## src/rtl/tour_pkg.sv

```systemverilog
// Shared definitions for the knight's-tour command sequencer:
// FSM state encoding, command opcodes, headings and response bytes.
package tour_pkg;

  typedef enum logic [2:0] {
    S_IDLE   = 3'd0,
    S_VERT   = 3'd1,
    S_WAIT_V = 3'd2,
    S_HORZ   = 3'd3,
    S_WAIT_H = 3'd4
  } tour_state_e;

  localparam logic [3:0] OP_MOVE    = 4'h2;
  localparam logic [3:0] OP_FANFARE = 4'h3;

  localparam logic [7:0] HEAD_N = 8'h00;
  localparam logic [7:0] HEAD_W = 8'h3F;
  localparam logic [7:0] HEAD_S = 8'h7F;
  localparam logic [7:0] HEAD_E = 8'hBF;

  localparam logic [7:0] RESP_DONE = 8'hA5;
  localparam logic [7:0] RESP_ACK  = 8'h5A;

  // Pack a cmd_proc command word: {opcode, heading, squares}.
  function automatic logic [15:0] mk_cmd(input logic [3:0] op,
                                         input logic [7:0] head,
                                         input logic [3:0] sq);
    return {op, head, sq};
  endfunction

endpackage

```

## src/rtl/tour_cmd_seq_if.sv

```systemverilog
// Command/response bus between UART_wrapper, the tour sequencer and cmd_proc.
//   cmd_UART/cmd_rdy_UART/clr_cmd_rdy_UART : UART_wrapper side
//   cmd/cmd_rdy/clr_cmd_rdy/send_resp/resp : cmd_proc side
// slave modport = sequencer view, master modport = environment view.
interface tour_cmd_seq_if;
  logic [15:0] cmd_UART;
  logic        cmd_rdy_UART;
  logic        clr_cmd_rdy_UART;
  logic [15:0] cmd;
  logic        cmd_rdy;
  logic        clr_cmd_rdy;
  logic        send_resp;
  logic [7:0]  resp;

  modport slave (
    input  cmd_UART, cmd_rdy_UART, clr_cmd_rdy, send_resp,
    output clr_cmd_rdy_UART, cmd, cmd_rdy, resp
  );

  modport master (
    output cmd_UART, cmd_rdy_UART, clr_cmd_rdy, send_resp,
    input  clr_cmd_rdy_UART, cmd, cmd_rdy, resp
  );
endinterface

```

## src/rtl/tour_move_dec.sv

```systemverilog
// Decode a one-hot knight move into a vertical (opcode 2) and a horizontal
// (opcode 3, fanfare) cmd_proc command. Lowest set bit wins; move = 0 decodes
// as bit 0. mv_ok flags a move that is exactly one-hot.
//   move     in  8   one-hot move from solver memory
//   vert_cmd out 16  vertical command
//   horz_cmd out 16  horizontal command
//   mv_ok    out 1   move is exactly one-hot
module tour_move_dec
  import tour_pkg::*;
(
  input  logic [7:0]  move,
  output logic [15:0] vert_cmd,
  output logic [15:0] horz_cmd,
  output logic        mv_ok
);

  logic [2:0] idx;
  logic [7:0] v_head, h_head;
  logic [3:0] v_sq, h_sq;

  // Lowest set bit; loop runs high-to-low so the lowest hit is written last.
  always_comb begin
    idx = 3'd0;
    for (int i = 7; i >= 0; i--) begin
      if (move[i]) idx = 3'(i);
    end
  end

  // Bit -> (heading, |dy|) and (heading, |dx|).
  always_comb begin
    v_head = HEAD_N; v_sq = 4'd2;
    h_head = HEAD_E; h_sq = 4'd1;
    case (idx)
      3'd0: begin v_head = HEAD_N; v_sq = 4'd2; h_head = HEAD_E; h_sq = 4'd1; end
      3'd1: begin v_head = HEAD_N; v_sq = 4'd2; h_head = HEAD_W; h_sq = 4'd1; end
      3'd2: begin v_head = HEAD_N; v_sq = 4'd1; h_head = HEAD_W; h_sq = 4'd2; end
      3'd3: begin v_head = HEAD_S; v_sq = 4'd1; h_head = HEAD_W; h_sq = 4'd2; end
      3'd4: begin v_head = HEAD_S; v_sq = 4'd2; h_head = HEAD_W; h_sq = 4'd1; end
      3'd5: begin v_head = HEAD_S; v_sq = 4'd2; h_head = HEAD_E; h_sq = 4'd1; end
      3'd6: begin v_head = HEAD_S; v_sq = 4'd1; h_head = HEAD_E; h_sq = 4'd2; end
      default: begin v_head = HEAD_N; v_sq = 4'd1; h_head = HEAD_E; h_sq = 4'd2; end
    endcase
  end

  assign vert_cmd = mk_cmd(OP_MOVE, v_head, v_sq);
  assign horz_cmd = mk_cmd(OP_FANFARE, h_head, h_sq);
  assign mv_ok    = (move != 8'd0) && ((move & (move - 8'd1)) == 8'd0);

endmodule

```

## src/rtl/tour_cmd_seq.sv

```systemverilog
// Command source for cmd_proc during a knight's tour. In IDLE, UART commands
// pass straight through; after tour_go it walks the move list issuing a
// vertical then a horizontal command per move, paced by send_resp.
//   clk, rst_n  clock, async active-low reset
//   tour_go     start pulse (ignored outside IDLE)
//   move        one-hot move at mv_indx (async solver memory read)
//   mv_indx     current move index
//   bus         command/response interface (slave modport)
// Optional macro TOUR_MV_CHECK_EN: abort the tour to IDLE when move is not
// exactly one-hot in VERT. Default: lowest set bit is decoded.
module tour_cmd_seq
  import tour_pkg::*;
#(
  parameter int unsigned NUM_MOVES = 24
) (
  input  logic        clk,
  input  logic        rst_n,
  input  logic        tour_go,
  input  logic [7:0]  move,
  output logic [4:0]  mv_indx,
  tour_cmd_seq_if.slave bus
);

  localparam int unsigned IDX_W = 5;
  localparam logic [IDX_W-1:0] LAST_IDX = IDX_W'(NUM_MOVES - 1);

  localparam logic [2:0] IDLE   = S_IDLE;
  localparam logic [2:0] VERT   = S_VERT;
  localparam logic [2:0] WAIT_V = S_WAIT_V;
  localparam logic [2:0] HORZ   = S_HORZ;
  localparam logic [2:0] WAIT_H = S_WAIT_H;

`ifdef TOUR_MV_CHECK_EN
  localparam bit MV_CHECK = 1'b1;
`else
  localparam bit MV_CHECK = 1'b0;
`endif

  logic [2:0]       state_q, state_d;
  logic [IDX_W-1:0] mv_indx_q, mv_indx_d;
  logic             cmd_rdy_q, cmd_rdy_d;
  logic [15:0]      vert_cmd, horz_cmd;
  logic             mv_ok;
  logic             mv_abort;
  logic             last_mv;

  tour_move_dec u_dec (
    .move     (move),
    .vert_cmd (vert_cmd),
    .horz_cmd (horz_cmd),
    .mv_ok    (mv_ok)
  );

  assign mv_abort = MV_CHECK && !mv_ok;
  assign last_mv  = (mv_indx_q == LAST_IDX);
  assign mv_indx  = mv_indx_q;

  // State, index and tour-mode cmd_rdy registers.
  always_ff @(posedge clk or negedge rst_n) begin
    if (!rst_n) begin
      state_q   <= IDLE;
      mv_indx_q <= '0;
      cmd_rdy_q <= 1'b0;
    end else begin
      state_q   <= state_d;
      mv_indx_q <= mv_indx_d;
      cmd_rdy_q <= cmd_rdy_d;
    end
  end

  // Next state and outputs; clr_cmd_rdy takes priority over send_resp because
  // send_resp is simply not looked at in VERT/HORZ.
  always_comb begin
    state_d              = state_q;
    mv_indx_d            = mv_indx_q;
    cmd_rdy_d            = 1'b0;
    bus.cmd              = vert_cmd;
    bus.cmd_rdy          = cmd_rdy_q;
    bus.clr_cmd_rdy_UART = 1'b0;
    bus.resp             = RESP_ACK;
    case (state_q)
      IDLE: begin
        bus.cmd              = bus.cmd_UART;
        bus.cmd_rdy          = bus.cmd_rdy_UART;
        bus.clr_cmd_rdy_UART = bus.clr_cmd_rdy;
        bus.resp             = RESP_DONE;
        if (tour_go) begin
          mv_indx_d = '0;
          state_d   = VERT;
        end
      end
      VERT: begin
        if (mv_abort)             state_d   = IDLE;
        else if (bus.clr_cmd_rdy) state_d   = WAIT_V;
        else                      cmd_rdy_d = 1'b1;
      end
      WAIT_V: begin
        if (bus.send_resp) state_d = HORZ;
      end
      HORZ: begin
        bus.cmd = horz_cmd;
        if (bus.clr_cmd_rdy) state_d   = WAIT_H;
        else                 cmd_rdy_d = 1'b1;
      end
      WAIT_H: begin
        bus.cmd  = horz_cmd;
        bus.resp = last_mv ? RESP_DONE : RESP_ACK;
        if (bus.send_resp) begin
          if (last_mv) begin
            state_d = IDLE;
          end else begin
            mv_indx_d = mv_indx_q + IDX_W'(1);
            state_d   = VERT;
          end
        end
      end
      default: state_d = IDLE;
    endcase
  end

endmodule

```

## src/flat_wrapper.sv

```systemverilog
// flat-port wrapper written by rule: the top's interface ports become plain ports
module tour_cmd_seq_flat import tour_pkg::*;
#(
  parameter int unsigned NUM_MOVES = 24
)
  (clk, rst_n, tour_go, move, mv_indx, bus_cmd_UART, bus_cmd_rdy_UART, bus_clr_cmd_rdy, bus_send_resp, bus_clr_cmd_rdy_UART, bus_cmd, bus_cmd_rdy, bus_resp);
  tour_cmd_seq_if bus_i ();
  input  logic clk;
  input  logic rst_n;
  input  logic tour_go;
  input  logic [7:0] move;
  output logic [4:0] mv_indx;
  input wire logic [$bits(bus_i.cmd_UART)-1:0] bus_cmd_UART;
  input wire logic [$bits(bus_i.cmd_rdy_UART)-1:0] bus_cmd_rdy_UART;
  input wire logic [$bits(bus_i.clr_cmd_rdy)-1:0] bus_clr_cmd_rdy;
  input wire logic [$bits(bus_i.send_resp)-1:0] bus_send_resp;
  output wire logic [$bits(bus_i.clr_cmd_rdy_UART)-1:0] bus_clr_cmd_rdy_UART;
  output wire logic [$bits(bus_i.cmd)-1:0] bus_cmd;
  output wire logic [$bits(bus_i.cmd_rdy)-1:0] bus_cmd_rdy;
  output wire logic [$bits(bus_i.resp)-1:0] bus_resp;
  assign bus_i.cmd_UART = bus_cmd_UART;
  assign bus_i.cmd_rdy_UART = bus_cmd_rdy_UART;
  assign bus_i.clr_cmd_rdy = bus_clr_cmd_rdy;
  assign bus_i.send_resp = bus_send_resp;
  assign bus_clr_cmd_rdy_UART = bus_i.clr_cmd_rdy_UART;
  assign bus_cmd = bus_i.cmd;
  assign bus_cmd_rdy = bus_i.cmd_rdy;
  assign bus_resp = bus_i.resp;
  tour_cmd_seq #(.NUM_MOVES(NUM_MOVES)) u_core (.clk(clk), .rst_n(rst_n), .tour_go(tour_go), .move(move), .mv_indx(mv_indx), .bus(bus_i));
endmodule
```

## config.mk

```make
export PLATFORM = sky130hd
export DESIGN_NAME = tour_cmd_seq_flat
export DESIGN_NICKNAME = d
export VERILOG_FILES = /design/src/rtl/tour_pkg.sv /design/src/rtl/tour_cmd_seq_if.sv /design/src/rtl/tour_move_dec.sv /design/src/rtl/tour_cmd_seq.sv /design/src/flat_wrapper.sv
export SDC_FILE = /design/constraint.sdc
export NUM_CORES = 1
export LEC_CHECK = 0
export BUFFER_PORTS_ARGS = -buffer_cell sky130_fd_sc_hd__buf_2
export CAP_MARGIN = 0
export CORE_UTILIZATION = 30
export CTS_CLUSTER_SIZE = 40
export DETAILED_ROUTE_END_ITERATION = 10
export PLACE_DENSITY = 0.66
export SLEW_MARGIN = 30
export SYNTH_ARGS = -nofsm -noshare
export SYNTH_HDL_FRONTEND = slang
export SYNTH_HIERARCHICAL = 1
export SYNTH_SLANG_ARGS = --single-unit
```

## constraint.sdc

```tcl
create_clock -name clk -period 2 [get_ports clk]
set_clock_uncertainty 0.15 [all_clocks]
set_input_delay 0.2 -clock clk [delete_from_list [all_inputs] [get_ports clk]]
set_output_delay 0.2 -clock clk [all_outputs]
set_load 0.02 [all_outputs]
```

==> reports/metrics.cfg, run 1 <==
[clock_tree]
cts_buffers=3
cts_buffer_depth=2
path_clk_slew_ps=50
htreeDepth=1
cts_tree=done
cts_root_buffer=clkbuf_8
cts.sinks=9
clock_latency_ps=240

[critical_path]
crit_family=compound AO/OA/AOI/OAI gates
start_kind=register
end_kind=output pin
criticalPathCategory=register to output pin
path_cells=buf_4 -> nor2b_2 -> a211oi_4 -> buf_6 -> a221o_1 -> buf_6
critPathBufInv=3
critPathMostFrequentCell=buf_6
r2r_slack_ps=350
critPathMaxStageDelay_ps=390
cp_max_fo=5
cp.required_ps=1650
crit_arrival_ps=1700
cpMaxStageDelayCell=dfrtp_1

[routing]
vias=1233
wirelength_um=3090
drt-initial-drc-count=24
antenna_left=0
wl_per_cell_um=11.8
remaining_drc_errors=0
first_pass_iters=4
viasPerCell=4.71

[placed_design]
placed_cell_area_um2=1480
dpl.hpwl_um=2140
globalplace.congestion=0.795
dp_cells=248
port_buffers=60

[sta]
holdWs_ps=30.4
setup-tns-final_ps=-477
finalSetupViolCount=13
fin_ws_ps=-47.0
hold_violations=0
fmax_mhz=489
period_needed_ps=2050
rsz0062_at_grt=yes
drv_slew=0
post-route-period-util=1.02

[finish]
drive_gt1_frac=0.491
design_area_um2=1800
diodes=0
area_growth_pct=45.9
final_cells=262
fill_cells=371
finalNetCount=246
final_common_cell=buf_2
fin_util=0.473
final_cell_mix=buf_2, conb_1, buf_4, buf_6, and2_1

[worst_hold_path]
min_path_type=input pin to register

[floorplan]
rows=22
core-area_um2=3800
ios=61
start_util=0.324
dieArea_um2=4370
die_h_um=66.1
die_w_um=66.1

[yosys]
avgSynthCellArea_um2=8.27
yosysWarnings=6
syn_area_um2=1230
synthCells=149

[global_route]
grt_usage=0.141
grt_pass1_vias=1045
grt_max_degree=19
gr-total-overflow=0
grt_pass1_wl_um=4790
antenna_found_initial=0

[run_status]
violations=setup timing
status=finished with violations

[pwr]
p_leak_nw=0.862
vdd_ir_drop_max_v=0.000704
p_per_area_nw_per_um2=1670

[run]
drv_cap=0

## flip-flops by register name, indices dropped and copies added, names as in the netlist
register / flops
u_core/state_q: 3
u_core/cmd_rdy_q: 1
u_core/mv_indx: 5
## worst paths after layout
check / from / to / depth (start not counted)
worst max-delay path: u_core/state_q[2]$_DFFE_PN0P_ / bus_cmd[7] / 6
worst min-delay path: bus_clr_cmd_rdy / u_core/cmd_rdy_q$_DFF_PN0_ / 2
worst max register to register: u_core/state_q[2]$_DFFE_PN0P_ / u_core/state_q[0]$_DFFE_PN0P_ / 6
worst min register to register: u_core/mv_indx[1]$_DFFE_PN0P_ / u_core/mv_indx[1]$_DFFE_PN0P_ / 2
max in group asynchronous: rst_n / u_core/mv_indx[0]$_DFFE_PN0P_ / 2
min in group asynchronous: rst_n / u_core/state_q[2]$_DFFE_PN0P_ / 2
## metal layers
metal / share of wire / up-vias / track usage
met2: 0.49 / 42 / 0.245
met3: 0.054 / 2 / 0.0190
met5: 0 / - / 0
met4: 0.0061 / 0 / 0.0239
li1: - / 619 / -
met1: 0.45 / 570 / 0.186
## metrics by stage
stage	total power, W	setup WS [ps]
4_1_cts	0.00284	-37.1
2_1_floorplan	0.00183	11.7
3_5_place_dp	0.00220	-236
6_report	0.00300	-47.0
5_1_grt	0.00320	-116
3_3_place_gp	0.00219	-208
## area by class of cell
type / count / area [um^2] / share of cell area
Clock buffer: 3 / 41.3 / 0.0230
Clock inverter: 1 / 5.00 / 0.00278
Inverter: 5 / 18.8 / 0.0104
Multi-Input combinational cell: 113 / 865 / 0.481
Sequential cell: 9 / 230 / 0.128
Tap cell: 48 / 60.1 / 0.0334
Timing Repair Buffer: 83 / 578 / 0.322
## worst reg2reg max path, delay by kind of cell, from the launching register on
family | cells | cell delay [ps]
AOI/OAI and AO/OA | 2 | 410
DFF | 1 | 390
buffers and inverters | 3 | 470
muxes | 1 | 140
## repair_timing
action,in CTS,in global routing
setup endpoints to repair,17,17
gates resized for setup,35,15
gates cloned,1,0
hold buffers,1,0
setup buffers,8,1
endpoints found under the hold margin,9,0
pin swaps,13,0
## power by group
group / total (W) / switching (W) / leakage (nW) / internal [W]
sequential: 0.000343 / 0.0000895 / 0.115 / 0.000253
clock: 0.000219 / 0.0000826 / 0.0255 / 0.000137
combinational: 0.00243 / 0.00126 / 0.722 / 0.00118
total: 0.00300 / 0.00143 / 0.862 / 0.00157
(Power assumes the default switching activity.)
==> run 2: changes to the inputs <==
--- a/config.mk
+++ b/config.mk
@@ -10,9 +10,8 @@
 export CORE_UTILIZATION = 30
 export CTS_CLUSTER_SIZE = 40
 export DETAILED_ROUTE_END_ITERATION = 10
-export PLACE_DENSITY = 0.66
+export PLACE_DENSITY = 0.73
 export SLEW_MARGIN = 30
 export SYNTH_ARGS = -nofsm -noshare
 export SYNTH_HDL_FRONTEND = slang
-export SYNTH_HIERARCHICAL = 1
 export SYNTH_SLANG_ARGS = --single-unit
==> reports/metrics.cfg, run 2 <==
[sta]
fmax_mhz=490
post-route-period-util=1.02
fin_ws_ps=-39.2
hold_violations=0
drv_slew=0
rsz0062_at_grt=yes
worst_slew_pin_slew_ps=481
finalSetupViolCount=1
period_needed_ps=2040
slew_headroom=0.676
setup-tns-final_ps=-39.2

[yosys]
synthTopCellsByCount=nand2_1, dfrtp_1, nor2_1
ys_top_cells_by_area=dfrtp_1, nand2_1, buf_4
synth-seq-cells=9
synthMostInstantiatedCell=nand2_1
synth_seq_area_share=0.271
avgSynthCellArea_um2=7.84
synthCells=106
syn_area_um2=831
ys_types=43
synth_ff_type=dfrtp_1
synth_nets=137
yosys.area.top_type_share=0.271
synth_edf_count=0
async_flop_share=1.00
yosys.area.top_type=dfrtp_1
yosysWarnings=0

[pwr]
p_sw_w=0.00113
vdd_ir_drop_max_v=0.000853
intPower_w=0.00103
p_leak_nw=0.667
power_frac_seq=0.145
clkPwrFrac=0.064
sw_frac_of_total=0.522
finalPower_w=0.00216
p_comb_frac=0.790
p_per_area_nw_per_um2=1620

[routing]
wl_per_cell_um=13.3
drt-initial-drc-count=37
antenna_left=0
route.met2.wl_um=1400
viasPerCell=5.32
remaining_drc_errors=0
first_pass_iters=4
wirelength_um=2710
drt-met1-wl_um=1080
routed.top_layer=met4
routed-wl-met3_um=185
vias=1079

[finish]
largest_register_ffs=5
drive_gt1_frac=0.526
area_growth_pct=61.3
final_cell_mix=buf_2, nand2_1, buf_4
final_common_cell=buf_2
diodes=0
finalNetCount=205
design_area_um2=1340

[run_status]
status=finished with violations
violations=setup timing

[clock_tree]
cts_root_buffer=clkbuf_4
cts_tree=done
cts_buffers=3
htreeDepth=1
cts_buffer_depth=2
path_clk_slew_ps=60
clock_latency_ps=270
cts.sinks=9

[placed_design]
pre_cts_ws_ps=173
globalplace.congestion=0.702
port_buffers=60
dpl.hpwl_um=1900
placed_cell_area_um2=1130

[global_route]
gr-total-overflow=0
grt_usage=0.174
antenna_found_initial=0
grt_pass1_vias=852
grt_pass1_wl_um=3690
grt_max_degree=14

[floorplan]
core-area_um2=2540
die_h_um=54.6
rows=18
start_util=0.326
ios=61
die_w_um=54.6
dieArea_um2=2980

[critical_path]
criticalPathCategory=register to output pin
cp_max_fo=8
cp.required_ps=1650
start_kind=register
crit_arrival_ps=1690
end_kind=output pin

[worst_hold_path]
min_path_type=input pin to register

[run]
drv_cap=0

==> run 2: changes by cell type in the layout (fill, tap and decap cells not counted), moves of 3 or more <==
cell,delta
conb_1,-20
a221o_1,-16
buf_6,-12
and2_1,-11
buf_2,+9
buf_4,-9
nand2_1,+8
inv_1,-5
o21a_1,+5
clkbuf_4,+3
clkbuf_8,-3
o21ai_0,+3
==> run 2: logic make-up (layout without fill, tap and decap cells) <==
group,count (synthesis),in the layout,share of synthesized area
buf+inv,12,79,0.101
flops,9,9,0.271
compound gates,31,31,0.261
fa+ha+maj,1,1,0.0151
mux,2,2,0.0241
simple gates,50,50,0.318
xor+xnor,1,1,0.0105
==> run 2: worst paths after layout <==
| path | cells after the start | endpoint | slack, ps | from |
|---|---|---|---|---|
| max | 5 | bus_cmd[1] | -40 | u_core.state_q[0]$_DFFE_PN0P_ |
| min | 2 | u_core.state_q[2]$_DFFE_PN0P_ | 100 | bus_send_resp |
| max reg2reg | 5 | u_core.state_q[0]$_DFFE_PN0P_ | 160 | u_core.mv_indx[0]$_DFFE_PN0P_ |
| min reg2reg | 2 | u_core.mv_indx[1]$_DFFE_PN0P_ | 420 | u_core.mv_indx[1]$_DFFE_PN0P_ |
| max in group asynchronous | 2 | u_core.state_q[1]$_DFFE_PN0P_ | 1340 | rst_n |
| min in group asynchronous | 2 | u_core.mv_indx[4]$_DFFE_PN0P_ | 160 | rst_n |
==> run 2: critical path, cell delays in order (launching register included) <==
cell and delay [ps]:
dfrtp_2 480, nand2b_4 70, and2_4 160, o32a_1 180
or3b_4 390, buf_6 140
==> run 2: what timing repair did <==
item	CTS	global route
pin swaps	3	5
hold endpoints to repair	10	0
hold buffers	2	0
gates resized for setup	7	20
buffers inserted	1	6
endpoints found under the setup margin	12	15
==> run 2: per-stage QoR <==
stage | util | hold slack (ps) | instances
after global routing | 0.527 | 117 | 203
after CTS | 0.475 | 93.2 | 197
after global placement | 0.445 | -90.4 | 190
final | 0.527 | 103 | 203
after detailed placement | 0.445 | -88.5 | 190
after floorplan | - | -246 | 106
==> run 2: power groups by stage <==
stage / logic [W] / clock network (W) / registers (W)
2_1_floorplan: 0.00111 / 0 / 0.000286
3_3_place_gp: 0.00142 / 0 / 0.000288
3_5_place_dp: 0.00144 / 0 / 0.000292
4_1_cts: 0.00149 / 0.000143 / 0.000298
5_1_grt: 0.00186 / 0.000153 / 0.000322
6_report: 0.00171 / 0.000140 / 0.000314
==> run 2: routing by layer <==
layer | global-route usage | up-vias
met5 | 0 | -
met4 | 0.0940 | 0
met3 | 0.0444 | 5
met2 | 0.285 | 60
met1 | 0.205 | 496
li1 | - | 518
==> run 2: final cells by class <==
type	count	area, um^2
Fill cell	227	1200
Multi-Input combinational cell	85	591
Timing Repair Buffer	73	450
Sequential cell	9	228
Tap cell	30	37.5
Clock buffer	4	26.3
Inverter	2	7.51
